File: config.mk
export PLATFORM = sky130hd
export DESIGN_NAME = liteic_rr_arbiter_flat
export DESIGN_NICKNAME = d
export VERILOG_FILES = /design/src/rtl/liteic_rr_arbiter_if.sv /design/src/rtl/liteic_rr_arbiter.sv /design/src/flat_wrapper.sv
export SDC_FILE = /design/constraint.sdc
export NUM_CORES = 1
export LEC_CHECK = 0
export BUFFER_PORTS_ARGS = -buffer_cell sky130_fd_sc_hd__buf_4
export CAP_MARGIN = 20
export CORE_MARGIN = 1
export CORE_UTILIZATION = 53
export CTS_BUF_LIST = sky130_fd_sc_hd__clkbuf_8 sky130_fd_sc_hd__clkbuf_16
export DETAILED_ROUTE_END_ITERATION = 7
export GPL_TIMING_DRIVEN = 1
export PLACE_DENSITY = 0.79
export SLEW_MARGIN = 40
export SYNTH_ARGS = -nofsm -noshare
export SYNTH_HDL_FRONTEND = slang
export SYNTH_SLANG_ARGS = --single-unit
export TNS_END_PERCENT = 30
File: constraint.sdc
create_clock -name clk_i -period 2.4 [get_ports clk_i]
set_input_delay 0.48 -clock clk_i [delete_from_list [all_inputs] [get_ports clk_i]]
set_output_delay 0.48 -clock clk_i [all_outputs]
set_load 0.02 [all_outputs]
File: src/rtl/liteic_rr_arbiter_if.sv
// ---------------------------------------------------------------------------
// liteic_rr_arbiter_if
// Request/grant bundle between the master slots of the lite interconnect and
// the round-robin arbiter that owns the shared slave port.
//
//   req_i          per-master request, bit i = master i wants the slave
//   done_i         final response handshake on the currently granted path
//   grant_valid_o  a grant is active
//   grant_onehot_o one-hot mux select for the slave-side request/response mux
//   grant_idx_o    binary index of the granted master (0 when idle)
//   timeout_o      single-cycle pulse when the watchdog forces a release
//   timeout_idx_o  index of the master last released by the watchdog
//
// Modports: master = requester side, slave = arbiter side.
// NUM_MASTERS / IDX_W must match the parameters of the arbiter instance.
// ---------------------------------------------------------------------------
interface liteic_rr_arbiter_if #(
    parameter int NUM_MASTERS = 4,
    parameter int IDX_W       = $clog2(NUM_MASTERS)
);
    logic [NUM_MASTERS-1:0] req_i;
    logic                   done_i;
    logic                   grant_valid_o;
    logic [NUM_MASTERS-1:0] grant_onehot_o;
    logic [IDX_W-1:0]       grant_idx_o;
    logic                   timeout_o;
    logic [IDX_W-1:0]       timeout_idx_o;

    modport master (
        output req_i,
        output done_i,
        input  grant_valid_o,
        input  grant_onehot_o,
        input  grant_idx_o,
        input  timeout_o,
        input  timeout_idx_o
    );

    modport slave (
        input  req_i,
        input  done_i,
        output grant_valid_o,
        output grant_onehot_o,
        output grant_idx_o,
        output timeout_o,
        output timeout_idx_o
    );
endinterface

File: src/rtl/liteic_rr_arbiter.sv
// ---------------------------------------------------------------------------
// liteic_rr_arbiter
// Round-robin arbiter with transaction lock for one shared slave port.
// A grant is held until the owner signals done_i or the hold watchdog
// expires; priority then rotates so the finished master ranks lowest.
// All outputs are registered (no combinational path from req_i/done_i).
//
// Ports:
//   clk_i   clock, rising edge
//   rstn_i  asynchronous active-low reset
//   arb     liteic_rr_arbiter_if.slave (req/done in, grant/timeout out)
//
// Parameters:
//   NUM_MASTERS     requesting slots, 2..32
//   IDX_W           width of the binary grant index
//   TIMEOUT_CYCLES  max grant hold in cycles, 0 disables the watchdog
// ---------------------------------------------------------------------------
module liteic_rr_arbiter #(
    parameter int NUM_MASTERS    = 4,
    parameter int IDX_W          = $clog2(NUM_MASTERS),
    parameter int TIMEOUT_CYCLES = 256
) (
    input  logic                clk_i,
    input  logic                rstn_i,
    liteic_rr_arbiter_if.slave  arb
);

    // A disabled watchdog still needs a legal (1-bit) counter vector.
    localparam int CNT_W = (TIMEOUT_CYCLES > 0) ? $clog2(TIMEOUT_CYCLES + 1) : 1;
    localparam logic [CNT_W-1:0] CNT_LAST =
        CNT_W'((TIMEOUT_CYCLES > 0) ? TIMEOUT_CYCLES - 1 : 0);
    localparam logic [CNT_W-1:0] CNT_MAX = {CNT_W{1'b1}};

    typedef enum logic {
        IDLE,
        GRANT
    } state_t;

    state_t                 state_q, state_d;
    logic [IDX_W-1:0]       ptr_q, ptr_d;
    logic [CNT_W-1:0]       cnt_q, cnt_d;
    logic                   gv_q, gv_d;
    logic [NUM_MASTERS-1:0] oh_q, oh_d;
    logic [IDX_W-1:0]       idx_q, idx_d;
    logic                   to_q, to_d;
    logic [IDX_W-1:0]       toidx_q, toidx_d;

    logic [IDX_W-1:0]       win;
    logic                   any_req;
    logic                   wd_hit;

    // Winner searching ptr+1, ptr+2, ... ptr. The loop runs from the far end
    // back towards ptr+1 so the nearest requester is the last assignment.
    function automatic logic [IDX_W-1:0] rr_pick(
        input logic [NUM_MASTERS-1:0] req,
        input logic [IDX_W-1:0]       p
    );
        logic [IDX_W-1:0] sel;
        int               k;
        sel = p;
        for (int i = NUM_MASTERS; i >= 1; i--) begin
            k = (int'(p) + i) % NUM_MASTERS;
            if (req[IDX_W'(k)]) begin
                sel = IDX_W'(k);
            end
        end
        return sel;
    endfunction

    assign any_req = |arb.req_i;
    // While granted, ptr_q equals the owner, so the same search puts the
    // finishing master last when re-arbitrating back-to-back.
    assign win     = rr_pick(arb.req_i, ptr_q);
    assign wd_hit  = (TIMEOUT_CYCLES != 0) && (cnt_q == CNT_LAST);

    always_comb begin
        state_d = state_q;
        ptr_d   = ptr_q;
        cnt_d   = cnt_q;
        gv_d    = gv_q;
        oh_d    = oh_q;
        idx_d   = idx_q;
        to_d    = 1'b0;
        toidx_d = toidx_q;

        case (state_q)
            IDLE: begin
                if (any_req) begin
                    state_d = GRANT;
                    ptr_d   = win;
                    cnt_d   = '0;
                    gv_d    = 1'b1;
                    oh_d    = NUM_MASTERS'(1) << win;
                    idx_d   = win;
                end
            end
            GRANT: begin
                if (arb.done_i || wd_hit) begin
                    // done_i has precedence: a completed transaction is
                    // never reported as a timeout.
                    if (!arb.done_i) begin
                        to_d    = 1'b1;
                        toidx_d = idx_q;
                    end
                    cnt_d = '0;
                    if (any_req) begin
                        ptr_d = win;
                        gv_d  = 1'b1;
                        oh_d  = NUM_MASTERS'(1) << win;
                        idx_d = win;
                    end else begin
                        state_d = IDLE;
                        gv_d    = 1'b0;
                        oh_d    = '0;
                        idx_d   = '0;
                    end
                end else if (cnt_q != CNT_MAX) begin
                    cnt_d = cnt_q + 1'b1;
                end
            end
            default: begin
                state_d = IDLE;
            end
        endcase
    end

    always_ff @(posedge clk_i or negedge rstn_i) begin
        if (!rstn_i) begin
            state_q <= IDLE;
            ptr_q   <= IDX_W'(NUM_MASTERS - 1);
            cnt_q   <= '0;
            gv_q    <= 1'b0;
            oh_q    <= '0;
            idx_q   <= '0;
            to_q    <= 1'b0;
            toidx_q <= '0;
        end else begin
            state_q <= state_d;
            ptr_q   <= ptr_d;
            cnt_q   <= cnt_d;
            gv_q    <= gv_d;
            oh_q    <= oh_d;
            idx_q   <= idx_d;
            to_q    <= to_d;
            toidx_q <= toidx_d;
        end
    end

    assign arb.grant_valid_o  = gv_q;
    assign arb.grant_onehot_o = oh_q;
    assign arb.grant_idx_o    = idx_q;
    assign arb.timeout_o      = to_q;
    assign arb.timeout_idx_o  = toidx_q;

endmodule

File: src/flat_wrapper.sv
// flat-port wrapper written by rule: the top's interface ports become plain ports
module liteic_rr_arbiter_flat 
#(
    parameter int NUM_MASTERS    = 4,
    parameter int IDX_W          = $clog2(NUM_MASTERS),
    parameter int TIMEOUT_CYCLES = 256
)
  (clk_i, rstn_i, arb_req_i, arb_done_i, arb_grant_valid_o, arb_grant_onehot_o, arb_grant_idx_o, arb_timeout_o, arb_timeout_idx_o);
  liteic_rr_arbiter_if #(.NUM_MASTERS(NUM_MASTERS), .IDX_W(IDX_W)) arb_i ();
  input  logic clk_i;
  input  logic rstn_i;
  input wire logic [$bits(arb_i.req_i)-1:0] arb_req_i;
  input wire logic [$bits(arb_i.done_i)-1:0] arb_done_i;
  output wire logic [$bits(arb_i.grant_valid_o)-1:0] arb_grant_valid_o;
  output wire logic [$bits(arb_i.grant_onehot_o)-1:0] arb_grant_onehot_o;
  output wire logic [$bits(arb_i.grant_idx_o)-1:0] arb_grant_idx_o;
  output wire logic [$bits(arb_i.timeout_o)-1:0] arb_timeout_o;
  output wire logic [$bits(arb_i.timeout_idx_o)-1:0] arb_timeout_idx_o;
  assign arb_i.req_i = arb_req_i;
  assign arb_i.done_i = arb_done_i;
  assign arb_grant_valid_o = arb_i.grant_valid_o;
  assign arb_grant_onehot_o = arb_i.grant_onehot_o;
  assign arb_grant_idx_o = arb_i.grant_idx_o;
  assign arb_timeout_o = arb_i.timeout_o;
  assign arb_timeout_idx_o = arb_i.timeout_idx_o;
  liteic_rr_arbiter #(.NUM_MASTERS(NUM_MASTERS), .IDX_W(IDX_W), .TIMEOUT_CYCLES(TIMEOUT_CYCLES)) u_core (.clk_i(clk_i), .rstn_i(rstn_i), .arb(arb_i));
endmodule
==> run summary <==
Layout Skew -> 4.962 ps
DR WL/cell -> 13.78 um
Design Power -> 0.9117 mW
Setup crit start kind -> register
Ant. Diodes -> 0
Share of the synthesized area in the top cell type -> 0.4630
Leakage -> 0.6172 nW
# rows -> 15
Async S/R FF share, synth -> 1.000
Hpwl dp -> 1537 um
Vias in the first global route -> 773
Top_reg_cell synth -> dfrtp_1
Vias -> 845
Cell count of the worst reg-to-reg path -> 9
Area of the core -> 1821 um^2
Number of fill cells -> 137
DP Cell Count -> 145
Final min period -> 2243 ps
CTS Sinks -> 22
Post-Syn Area -> 1081 um^2
Num CTS Buffers -> 3
Reg2Reg Launch Point -> u_core.cnt_q[3]
Root Buffer -> clkbuf_8
Synth Register Bits -> 22
Worst reg-to-reg setup slack -> 160 ps
Sequential element share of the synthesized area -> 0.5116
# Post-CTS Setup Buffers -> 0
Worst slew pin tran -> 744.8 ps
VDD IR max -> 443.1 uV
EDFF count, synth -> 0
Synth area leaders -> dfrtp_1, dfstp_2, nand2_1, ha_1, o21ai_1
Max cap viols -> 0
Crit Path Class -> register to register
Synth Warn # -> 0
Pre-antenna DRT Iters -> 4
Cell taking the most area after synthesis -> dfrtp_1
ANT nets after route -> 0
P per Cell Area -> 720.8 nW/um^2
Clock latency on the worst-skew pair -> 260 ps
Final Cell Area -> 1265 um^2
Layout Area Growth over Synthesis -> 17.01%
Die H -> 47.16 um
Placed cell area -> 1220 um^2
Final hold vios -> 0
Mean Syn Cell Area -> 10.20 um^2
Die width -> 47.16 um
First-pass GRT wire length -> 3325 um
CTS Buffer Depth -> 2
CTS tree -> built
GRT Residual Overflow -> 0
Layout Cells excl Fill -> 149
Post-Syn Instances -> 106
Post-DR vias/cell -> 5.671
Starting Density -> 0.5938
HP Class -> primary input to asynchronous set/reset pin
Hold bufs inserted after CTS -> 0
Endpoint class of the critical path -> register
Final worst path period share -> 0.9345
Worst Path Required -> 2570 ps
1st-iter DRT viols -> 16
Gpl congestion -> 0.8003
Sequential standard cell area -> 553.0 um^2
Setup tns final -> 0 ps
Net count after synthesis -> 116
Fin util -> 0.6948
Run status -> completed
CTS H-tree lvls -> 1
DRC -> 0
I/O pin cnt -> 17
Most frequent cell after synthesis -> dfrtp_1
Arrival time worst endpoint -> 2410 ps
Largest net degree at the start of global routing -> 23
Area of the multi-input gates -> 493.0 um^2
Clock-pin slew on the worst setup and hold paths -> 80 ps
CP Capture Point -> u_core.cnt_q[7]
Reg2reg end -> u_core.cnt_q[7]
Setup crit start -> u_core.cnt_q[3]
Nets -> 135
Global Route Usage Sum -> 0.2196
Layout cells sized above 1 -> 0.2339
Buffers on Ports -> 16
Yosys cell types -> 35
F_max -> 445.9 MHz
Initial antenna violation count -> 0
Max-slew violation count -> 0
Die area -> 2224 um^2
Commonest cells post-synth -> dfrtp_1, nand2_1, o21ai_1
Final setup fails -> 0
RSZ-0062 raised after global routing -> false
Worst Path Max Fanout -> 10
Final WL -> 2053 um
Cts repair resizes -> 0
Relative slew slack -> 0.5035
-- cell type report --
type / count / area share
clock buffers: 3 / 0.03264
repair buffers: 17 / 0.1009
flip-flops and latches: 22 / 0.4372
multi-input cells: 77 / 0.3897
clock inverters: 1 / 0.002967
well taps: 25 / 0.02473
inverters: 4 / 0.01187
-- critical path: stages, from the launching register on --
cell	delay, ps
dfrtp_1	440
and3_1	260
nand2_1	80
nor2_1	60
ha_1	210
or3b_1	530
buf_4	230
a31oi_1	170
o21ai_1	80
o31ai_1	80
-- where the power goes --
group	leakage, nW	total [mW]	internal, mW	switching [mW]
Clock	0.0269	0.231	0.114	0.117
Combinational	0.308	0.220	0.0982	0.122
Sequential	0.283	0.461	0.425	0.0360
-- worst min-delay path by stage --
stage | slack, ps | endpoint | start | cells after the start
after global routing | 110 | u_core.cnt_q[4] | rstn_i | 1
after CTS | 90 | u_core.cnt_q[4] | rstn_i | 1
after detailed placement | 380 | u_core.cnt_q[5] | rstn_i | 1
after floorplan | 180 | u_core.arb.grant_idx_o[0] | rstn_i | 0
final | 80 | u_core.cnt_q[4] | rstn_i | 1
after global placement | 380 | u_core.cnt_q[4] | rstn_i | 1
-- registers in the layout, summed over array words and instances, names as in the netlist --
signal	cells
u_core.arb.grant_idx_o	2
u_core.arb.timeout_idx_o	2
u_core.arb.grant_onehot_o	4
u_core.arb.grant_valid_o	1
u_core.ptr_q	2
u_core.state_q	1
u_core.arb.timeout_o	1
u_core.cnt_q	9
-- kinds of logic after synthesis --
kind of cell             synth area share
adder cells (fa/ha/maj)           0.03473
buffers and inverters             0.03239
AND/OR/NAND/NOR                    0.1806
AO/OA/AOI/OAI                      0.2095
multiplexers                      0.03125
flip-flops                         0.5116
-- per-layer routing --
metal  part of all wire  track usage
met2               0.50       0.3667
met3              0.031      0.03462
met5                  0            0
met4              0.010       0.1029
met1               0.46       0.2782
-- layout by cell type (no fill, tap or decap), types with 2 or more instances in the layout --
cell | netlist | routed
a31oi_1 | 2 | 2
buf_4 | 0 | 17
ha_1 | 3 | 3
clkbuf_8 | 0 | 3
dfrtp_1 | 20 | 20
o21ai_1 | 7 | 7
dfstp_2 | 2 | 2
a21oi_1 | 5 | 5
inv_1 | 4 | 5
o21ai_0 | 6 | 6
nand3_1 | 3 | 3
a22o_1 | 3 | 3
nand2b_1 | 5 | 5
o31ai_1 | 4 | 4
a21o_1 | 2 | 2
nor2_1 | 6 | 6
nand2_1 | 12 | 12
mux2_2 | 3 | 3
-- metrics by stage --
step / setup WS [ps] / hold slack (ps)
after floorplan: 399.7 / 184.4
after global placement: 276.7 / 377.2
after detailed placement: 204.7 / 382.4
after CTS: 158.6 / 92.28
after global routing: 9.077 / 106.3
final: 157.3 / 84.59
(Power assumes the default switching activity.)
